--- config.mk ---
export PLATFORM = sky130hd
export DESIGN_NAME = riscv_regfile_lsx_flat
export DESIGN_NICKNAME = d
export VERILOG_FILES = /design/src/rtl/riscv_regfile_lsx_if.sv /design/src/rtl/riscv_regfile_lsx.sv /design/src/flat_wrapper.sv
export SDC_FILE = /design/constraint.sdc
export NUM_CORES = 2
export LEC_CHECK = 0
export CAP_MARGIN = 20
export CORE_MARGIN = 2
export CORE_UTILIZATION = 40
export DETAILED_ROUTE_END_ITERATION = 8
export PLACE_DENSITY = 0.67
export SLEW_MARGIN = 20
export SYNTH_ARGS = -nofsm -noshare
export SYNTH_HDL_FRONTEND = slang
export SYNTH_SLANG_ARGS = --single-unit
--- constraint.sdc ---
create_clock -name clk -period 6.45 [get_ports clk]
set_input_delay 1.29 -clock clk [delete_from_list [all_inputs] [get_ports clk]]
set_output_delay 1.29 -clock clk [all_outputs]
set_load 0.02 [all_outputs]
--- src/rtl/riscv_regfile_lsx_if.sv ---
// Register-file bus: read ports, store operand formatting, write-back and load scoreboard.
// The master side is the pipeline (decode/write-back); the slave side is the register file.
interface riscv_regfile_lsx_if #(
  parameter int unsigned XLEN = 32,
  parameter int unsigned NREG = 32
);
  localparam int unsigned AW = $clog2(NREG);
  localparam int unsigned BW = XLEN / 8;
  localparam int unsigned LW = $clog2(BW);

  logic [AW-1:0]   rs1_addr;
  logic [AW-1:0]   rs2_addr;
  logic [XLEN-1:0] rs1_data;
  logic [XLEN-1:0] rs2_data;

  logic [2:0]      st_funct3;
  logic [LW-1:0]   st_addr_lo;
  logic [XLEN-1:0] st_wdata;
  logic [BW-1:0]   st_be;
  logic            st_misalign;

  logic            wb_valid;
  logic [AW-1:0]   wb_rd;
  logic [XLEN-1:0] wb_data;
  logic            wb_load;
  logic [2:0]      wb_funct3;
  logic [LW-1:0]   wb_addr_lo;

  logic            pend_set;
  logic [AW-1:0]   pend_rd;
  logic            rs1_busy;
  logic            rs2_busy;

  modport master (
    output rs1_addr, rs2_addr, st_funct3, st_addr_lo,
    output wb_valid, wb_rd, wb_data, wb_load, wb_funct3, wb_addr_lo,
    output pend_set, pend_rd,
    input  rs1_data, rs2_data, st_wdata, st_be, st_misalign, rs1_busy, rs2_busy
  );

  modport slave (
    input  rs1_addr, rs2_addr, st_funct3, st_addr_lo,
    input  wb_valid, wb_rd, wb_data, wb_load, wb_funct3, wb_addr_lo,
    input  pend_set, pend_rd,
    output rs1_data, rs2_data, st_wdata, st_be, st_misalign, rs1_busy, rs2_busy
  );
endinterface

--- src/rtl/riscv_regfile_lsx.sv ---
// Integer register file with load-result formatting, store lane alignment,
// optional write-to-read bypass and a per-register pending-load scoreboard.
module riscv_regfile_lsx #(
  parameter int unsigned XLEN   = 32,
  parameter int unsigned NREG   = 32,
  parameter int unsigned BYPASS = 1
) (
  input logic                clk,
  input logic                reset,
  riscv_regfile_lsx_if.slave bus
);
  localparam int unsigned AW = $clog2(NREG);
  localparam int unsigned BW = XLEN / 8;

  logic [XLEN-1:0] regs_q [NREG];
  logic [NREG-1:0] busy_q, busy_d;
  logic [XLEN-1:0] wb_shift, wb_fmt;
  logic [XLEN-1:0] rs1_val, rs2_val;
  logic            hit1, hit2;
  logic [BW-1:0]   size_mask;
  logic            misalign;

  // Keep the low 8*nbytes bits of v; fill the rest with the slice MSB or zero.
  function automatic logic [XLEN-1:0] ext(logic [XLEN-1:0] v, int unsigned nbytes,
                                          logic sgn);
    logic [XLEN-1:0] r;
    logic            msb;
    msb = 1'b0;
    for (int i = 0; i < XLEN; i++) begin
      if (i == 8 * nbytes - 1) msb = v[i];
    end
    r = {XLEN{msb & sgn}};
    for (int i = 0; i < XLEN; i++) begin
      if (i < 8 * nbytes) r[i] = v[i];
    end
    return r;
  endfunction

  always_comb begin
    wb_shift = bus.wb_data >> {bus.wb_addr_lo, 3'b000};
    wb_fmt   = bus.wb_data;
    if (bus.wb_load) begin
      unique case (bus.wb_funct3)
        3'b000:  wb_fmt = ext(wb_shift, 1, 1'b1);
        3'b001:  wb_fmt = ext(wb_shift, 2, 1'b1);
        3'b010:  wb_fmt = ext(wb_shift, 4, 1'b1);
        3'b011:  wb_fmt = (XLEN == 64) ? wb_shift : ext(wb_shift, 4, 1'b1);
        3'b100:  wb_fmt = ext(wb_shift, 1, 1'b0);
        3'b101:  wb_fmt = ext(wb_shift, 2, 1'b0);
        3'b110:  wb_fmt = ext(wb_shift, 4, (XLEN == 64) ? 1'b0 : 1'b1);
        default: wb_fmt = wb_shift;
      endcase
    end
  end

  always_comb begin
    hit1    = (BYPASS != 0) && bus.wb_valid && (bus.wb_rd == bus.rs1_addr);
    hit2    = (BYPASS != 0) && bus.wb_valid && (bus.wb_rd == bus.rs2_addr);
    rs1_val = (bus.rs1_addr == '0) ? '0 : (hit1 ? wb_fmt : regs_q[bus.rs1_addr]);
    rs2_val = (bus.rs2_addr == '0) ? '0 : (hit2 ? wb_fmt : regs_q[bus.rs2_addr]);
    bus.rs1_data = rs1_val;
    bus.rs2_data = rs2_val;
    // A load landing this cycle is already forwarded, so its hazard is hidden.
    bus.rs1_busy = busy_q[bus.rs1_addr] & ~(hit1 & bus.wb_load);
    bus.rs2_busy = busy_q[bus.rs2_addr] & ~(hit2 & bus.wb_load);
  end

  // SD on a 32-bit core degenerates to SW: '1 is then four lanes and any nonzero offset faults.
  always_comb begin
    size_mask = '0;
    misalign  = 1'b0;
    unique case (bus.st_funct3)
      3'b000:  size_mask = BW'(1);
      3'b001: begin
        size_mask = BW'(3);
        misalign  = bus.st_addr_lo[0];
      end
      3'b010: begin
        size_mask = BW'(15);
        misalign  = (bus.st_addr_lo[1:0] != 2'b00);
      end
      3'b011: begin
        size_mask = '1;
        misalign  = (bus.st_addr_lo != '0);
      end
      default: size_mask = '0;
    endcase
    bus.st_misalign = misalign;
    bus.st_be       = misalign ? '0 : (size_mask << bus.st_addr_lo);
    bus.st_wdata    = rs2_val << {bus.st_addr_lo, 3'b000};
  end

  // Set after clear so a new load to the same register keeps it busy.
  always_comb begin
    busy_d = busy_q;
    if (bus.wb_valid && bus.wb_load) busy_d[bus.wb_rd] = 1'b0;
    if (bus.pend_set && (bus.pend_rd != '0)) busy_d[bus.pend_rd] = 1'b1;
    busy_d[0] = 1'b0;
  end

  always_ff @(posedge clk) begin
    if (reset) begin
      busy_q <= '0;
      for (int i = 0; i < NREG; i++) regs_q[i] <= '0;
    end else begin
      busy_q <= busy_d;
      if (bus.wb_valid && (bus.wb_rd != AW'(0))) regs_q[bus.wb_rd] <= wb_fmt;
    end
  end
endmodule

--- src/flat_wrapper.sv ---
// flat-port wrapper written by rule: the top's interface ports become plain ports
module riscv_regfile_lsx_flat 
#(
  parameter int unsigned XLEN   = 32,
  parameter int unsigned NREG   = 32,
  parameter int unsigned BYPASS = 1
)
  (clk, reset, bus_rs1_addr, bus_rs2_addr, bus_st_funct3, bus_st_addr_lo, bus_wb_valid, bus_wb_rd, bus_wb_data, bus_wb_load, bus_wb_funct3, bus_wb_addr_lo, bus_pend_set, bus_pend_rd, bus_rs1_data, bus_rs2_data, bus_st_wdata, bus_st_be, bus_st_misalign, bus_rs1_busy, bus_rs2_busy);
  riscv_regfile_lsx_if #(.XLEN(XLEN), .NREG(NREG)) bus_i ();
  input logic clk;
  input logic reset;
  input wire logic [$bits(bus_i.rs1_addr)-1:0] bus_rs1_addr;
  input wire logic [$bits(bus_i.rs2_addr)-1:0] bus_rs2_addr;
  input wire logic [$bits(bus_i.st_funct3)-1:0] bus_st_funct3;
  input wire logic [$bits(bus_i.st_addr_lo)-1:0] bus_st_addr_lo;
  input wire logic [$bits(bus_i.wb_valid)-1:0] bus_wb_valid;
  input wire logic [$bits(bus_i.wb_rd)-1:0] bus_wb_rd;
  input wire logic [$bits(bus_i.wb_data)-1:0] bus_wb_data;
  input wire logic [$bits(bus_i.wb_load)-1:0] bus_wb_load;
  input wire logic [$bits(bus_i.wb_funct3)-1:0] bus_wb_funct3;
  input wire logic [$bits(bus_i.wb_addr_lo)-1:0] bus_wb_addr_lo;
  input wire logic [$bits(bus_i.pend_set)-1:0] bus_pend_set;
  input wire logic [$bits(bus_i.pend_rd)-1:0] bus_pend_rd;
  output wire logic [$bits(bus_i.rs1_data)-1:0] bus_rs1_data;
  output wire logic [$bits(bus_i.rs2_data)-1:0] bus_rs2_data;
  output wire logic [$bits(bus_i.st_wdata)-1:0] bus_st_wdata;
  output wire logic [$bits(bus_i.st_be)-1:0] bus_st_be;
  output wire logic [$bits(bus_i.st_misalign)-1:0] bus_st_misalign;
  output wire logic [$bits(bus_i.rs1_busy)-1:0] bus_rs1_busy;
  output wire logic [$bits(bus_i.rs2_busy)-1:0] bus_rs2_busy;
  assign bus_i.rs1_addr = bus_rs1_addr;
  assign bus_i.rs2_addr = bus_rs2_addr;
  assign bus_i.st_funct3 = bus_st_funct3;
  assign bus_i.st_addr_lo = bus_st_addr_lo;
  assign bus_i.wb_valid = bus_wb_valid;
  assign bus_i.wb_rd = bus_wb_rd;
  assign bus_i.wb_data = bus_wb_data;
  assign bus_i.wb_load = bus_wb_load;
  assign bus_i.wb_funct3 = bus_wb_funct3;
  assign bus_i.wb_addr_lo = bus_wb_addr_lo;
  assign bus_i.pend_set = bus_pend_set;
  assign bus_i.pend_rd = bus_pend_rd;
  assign bus_rs1_data = bus_i.rs1_data;
  assign bus_rs2_data = bus_i.rs2_data;
  assign bus_st_wdata = bus_i.st_wdata;
  assign bus_st_be = bus_i.st_be;
  assign bus_st_misalign = bus_i.st_misalign;
  assign bus_rs1_busy = bus_i.rs1_busy;
  assign bus_rs2_busy = bus_i.rs2_busy;
  riscv_regfile_lsx #(.XLEN(XLEN), .NREG(NREG), .BYPASS(BYPASS)) u_core (.clk(clk), .reset(reset), .bus(bus_i));
endmodule
**Yosys cells after proc, flatten, opt, wreduce, memory -nomap -nowiden**

Memory sizes are Yosys's and may differ from the RTL's.
Cells that the tools add are included.

- Flip-flop bits (word level): 32
- RAM bits: 1024
- Input bits: 67
- Output and inout port bits: 103
- Logic and storage cells: 72
- Memories: 1

- Order comparisons: 6
- Eq/ne operators: 8
- Shifts and indexed selects: 3
- Muxes and demuxes: 27
- Bitwise logic cells: 9
- Reductions and logical operators: 16

Memories:

| memory | depth | bits a word | rd ports | clocked after memory_dff | wr ports | line | RTL |
|---|---|---|---|---|---|---|---|
| u_core.regs_q | 32 | 32 | 2 | 0 | 32 | riscv_regfile_lsx.sv:15 | `logic [XLEN-1:0] regs_q [NREG];` |

Operators with widths:

| cell | number |
|---|---|
| $mux W32 | 8 |
| $pmux W32 S4 | 1 |
| $and A32 B32 Y32 | 1 |
| $not A32 Y32 | 1 |
| $or A32 B32 Y32 | 1 |
| $reduce_or A32 Y1 | 1 |
| $shl A32 B5 Y32 | 1 |
| $shr A32 B5 Y32 | 1 |
| $lt A5 B6 Y1 const B | 4 |
| $pmux W4 S3 | 1 |
| $bmux W1 S5 | 2 |
| $demux W1 S5 | 2 |
| $eq A5 B5 Y1 | 2 |
| $ge A5 B1 Y1 const B | 2 |
| $logic_not A5 Y1 | 2 |
| $mux W1 | 10 |
| $reduce_bool A5 Y1 | 2 |
| $logic_and A1 B1 Y1 | 7 |
| $eq A3 B1 Y1 const B | 2 |
| $eq A3 B2 Y1 const B | 2 |
| $eq A3 B3 Y1 const B | 2 |
| $logic_not A3 Y1 | 2 |
| $mux W5 | 1 |
| $and A1 B1 Y1 | 4 |
| other kinds (6) | 7 |

**Logic depth before layout (Yosys ltp)**

- Depth after elaboration: 9
- Mapped depth: 13
- Depth with buffers taken out: 9

**Worst setup path after synthesis**

Ideal clock, no wire load.

- Path type: input -> output
- Start: input bus_wb_rd[3]
- End: output bus_st_wdata[13]
- Arrival: 3.755 ns
- Data required time: 5.160 ns
- Slack: 1.405 ns
- Stages: 8
- Buffers on the path: 1
- Cells stage by stage: clkbuf_1 -> xor2_1 -> or4_4 -> nor2_8 -> a211oi_1 -> a211oi_1 -> nor2_1 -> nor3_1

- Word-level cells in the longest chain between the ends: 5

Ends and longest elaborated chain:

| item | line | RTL |
|---|---|---|
| start, declared | flat_wrapper.sv:17 | `input wire logic [$bits(bus_i.wb_rd)-1:0] bus_wb_rd;` |
| $eq A5 B5 Y1 | riscv_regfile_lsx.sv:58 | `hit2 = (BYPASS != 0) && bus.wb_valid && (bus.wb_rd == bus.rs2_addr);` |
| $logic_and A1 B1 Y1 | riscv_regfile_lsx.sv:58 |  |
| $mux W32 (2 in series) | riscv_regfile_lsx.sv:60 | `rs2_val = (bus.rs2_addr == '0) ? '0 : (hit2 ? wb_fmt : regs_q[bus.rs2_addr]);` |
| net bus_rs2_data[5] | flat_wrapper.sv:25 | `output wire logic [$bits(bus_i.rs2_data)-1:0] bus_rs2_data;` |
| $shl A32 B5 Y32 | riscv_regfile_lsx.sv:90 | `bus.st_wdata = rs2_val << {bus.st_addr_lo, 3'b000};` |
| end, declared | flat_wrapper.sv:26 | `output wire logic [$bits(bus_i.st_wdata)-1:0] bus_st_wdata;` |

The timed path passes the listed nets, and every way through them passes these cells.

**Worst setup path after layout**

- Start: input bus_wb_rd[2]
- End: output bus_st_wdata[24]

- Word-level cells in the longest chain between the ends: 5

Ends and longest elaborated chain:

| item | line |
|---|---|
| $eq A5 B5 Y1 | riscv_regfile_lsx.sv:58 |
| $logic_and A1 B1 Y1 | riscv_regfile_lsx.sv:58 |
| $mux W32 (2 in series) | riscv_regfile_lsx.sv:60 |
| $shl A32 B5 Y32 | riscv_regfile_lsx.sv:90 |

Every way passes these cells.

==> flow_summary_export.csv <==
group,metric,value,unit
outcome,status,"finished, final reports clean",
final_layout,n_fill_cell,12200,
clocking,cts_sinks,1055,
logic_synthesis,synth_warnings,0,
power_and_ir_drop,p_leak,22.2,nW
setup_path,crit_type,"primary input to output pin",
die,fp-row-count,137,
logic_synthesis,yosysMostFrequentCell,"nor2_1",
final_layout,nets,4288,
clocking,cts_setup_buffers,0,
sta,setup_viol,0,
grt,grt_pass1_vias,40300,
clocking,path_clk_slew,0.06,ns
final_layout,finalNonFillerCells,6194,
logic_synthesis,ys_seq_area_share,55.5,%
clocking,root_buffer,"clkbuf_16",
die,die_x,380,um
placed_design,postPlaceCellArea,61500,sq um
sta,min_period,6.37,ns
detailed_routing,routed_wl,227000,um
grt,grt-busiest-layer,"met2",
logic_synthesis,syn_area,56500,sq um
die,pin_count,170,
sta,rsz0062_at_grt,"no",
power_and_ir_drop,pwr_density_cell,268,nW/um^2
clocking,htreeDepth,3,
grt,gr-usage-met2,45.3,%
logic_synthesis,syn_avg_cell_area,14.0,sq um
setup_path,start_kind,"primary input",
logic_synthesis,yosysTopAreaCellShare,54.4,%
sta,timing.fmax,157,MHz
detailed_routing,antenna_left,0,
clocking,cts_buffers,108,
logic_synthesis,ys_types,82,
setup_path,crit_path_end_kind,"output pin",
sta,finalSetupTns,0,ns
hold_path,hp-class,"register to register",
grt,grt_start_max_net_pins,64,
die,die_h,380,um
detailed_routing,avgViaCountPerCell,6.78,
die,start_util,40.4,%
logic_synthesis,yosys.area.top_type,"edfxtp_1",
placed_design,place_inst,5987,
clocking,cts_resized,0,
grt,gr-total-overflow,0,
clocking,clockBufferDepth,3,
placed_design,io_buffers,169,
sta,skew,0,ns
logic_synthesis,synth-seq-cells,1055,
placed_design,place_congestion,0.972,
logic_synthesis,yosys-top-cells-area,"edfxtp_1 54%, mux4_2 22%, nor2_1 7.5%, mux2i_1 2.2%, clkbuf_1 1.6%",
detailed_routing,first_iter_violations,7789,
clocking,clkLatencyLatePin,0.76,ns
clocking,cts_hold_buffers,0,
clocking,cts_tree,"done",
setup_path,required,5.16,ns
logic_synthesis,synth_cells,4036,
sta,slew_violations,0,
power_and_ir_drop,p_total,17.5,mW
sta,hold_viol_final,0,
detailed_routing,wl_per_cell,36.7,um
sta,relSlewSlack,18.3,%
power_and_ir_drop,peakVddDrop,259,uV
logic_synthesis,ys.flop_type,"edfxtp_1",
logic_synthesis,synthTopCellsByCount,"1134 x nor2_1, 1024 x edfxtp_1, 549 x mux4_2, 241 x clkbuf_1, 133 x nand2_1",
grt,grtUsageTotal,30.9,%
logic_synthesis,synth-edff-count,1024,
sta,finalCritPeriodShare,98.7,%
final_layout,area_delta_synth_final,15.3,%
placed_design,dp_hpwl,141000,um
die,core-area,140000,sq um
final_layout,layout-drive-gt1-share,27.8,%
grt,antenna_found_initial,12,
detailed_routing,dr.pass1.iters,8,
setup_path,cp_max_fo,6,
final_layout,finalInstanceArea,65100,sq um
grt,met1_usage,39.0,%
die,dieArea,144000,sq um
sta,whs,0.487,ns
setup_path,crit_arrival,5.08,ns
grt,grtUsageMet3,10.6,%
logic_synthesis,async_reset_ff_share,0,%
run,maxCapViolCount,0,
detailed_routing,vias,42000,
sta,worst_slew_pin_slew,1.22,ns
grt,grt_pass1_wl,313000,um
detailed_routing,drc,0,
registers in the layout, summed over array words and instances, names as in the netlist:
name,cells
u_core.busy_q,31
u_core.regs_q,1024
layout make-up:
cell class | instances | area, sq um | area share (%)
clock inverters | 77 | 808 | 1.24
flip-flops and latches | 1055 | 31400 | 48.2
well taps | 1876 | 2350 | 3.60
clock buffers | 124 | 2760 | 4.24
multi-input cells | 2577 | 23300 | 35.8
repair buffers | 464 | 4430 | 6.79
inverters | 15 | 70.1 | 0.108
diodes | 6 | 15.0 | 0.0231
metrics by stage:
step	setup WS, ns	utilization, %
after floorplan	1.40	-
after global placement	0.0858	44.0
after detailed placement	0.115	44.0
after CTS	0.0889	46.5
after global routing	0.0817	46.6
final	0.0835	46.6
layout by cell type (no fill, tap or decap), drive strengths merged, types with 5 or more instances in the layout:
cell type,synthesis,final
nand2,133,133
clkdlybuf4s50,0,151
and3,5,5
mux2,57,57
edfxtp,1024,1024
xor2,8,8
inv,12,14
or2,9,9
a221oi,34,34
clkbuf,249,124
o221ai,20,20
nor3,13,13
conb,1,32
buf,170,313
nand2b,39,39
a21oi,101,101
mux4,551,551
and2,14,14
a21o,6,6
a22oi,50,50
a221o,8,8
o22ai,47,47
nor3b,6,6
nand4,6,6
nand3b,5,5
bufinv,1,14
diode,0,6
a211o,7,7
dfxtp,31,31
nor2b,10,10
nor2,1136,1136
mux2i,124,124
nand3,14,14
clkinv,2,61
o21ai,71,71
a211oi,13,13
report_power, final:
part / total [mW] / switching (mW) / internal, mW
sequential: 8.07 / 0.188 / 7.88
clock: 6.43 / 2.83 / 3.60
combinational: 2.98 / 1.78 / 1.20
worst max-delay path, stage by stage:
cell             delay, ns
clkdlybuf4s50_1       0.45
xor2_1                0.17
nor4_1                0.68
a21oi_1               0.34
buf_4                 0.30
nand4_1               0.41
o21ai_1               0.27
a221oi_1              0.47
a21oi_1               0.14
clkdlybuf4s50_1       0.55
kinds of logic (layout without fill, tap and decap cells):
group	Yosys count	in the layout	synth area share, %
and+or+nand+nor	1407	1407	10.0
AOI/OAI and AO/OA	394	394	4.95
other	1	38	0.00664
muxes	732	732	25.3
buffers and inverters	435	680	4.03
xor gates and xnor gates	12	12	0.186
DFF	1055	1055	55.5
worst paths after layout:
check,start,endpoint,slack [ns],cells past startpoint
setup / recovery,bus_wb_rd[2],bus_st_wdata[24],0.08,10
hold / removal,u_core.busy_q[13]$_SDFF_PP0_,u_core.busy_q[13]$_SDFF_PP0_,0.49,2
setup reg to reg,u_core.busy_q[19]$_SDFF_PP0_,u_core.busy_q[19]$_SDFF_PP0_,5.75,2
hold reg to reg,u_core.busy_q[13]$_SDFF_PP0_,u_core.busy_q[13]$_SDFF_PP0_,0.49,2
per-layer routing:
metal | routed length, um | share of wire (%)
met5 | 142 | 0.062
met4 | 17600 | 7.7
met3 | 36200 | 16
met2 | 97900 | 43
met1 | 75600 | 33
No activity file was read; power rests on OpenSTA's default activity.
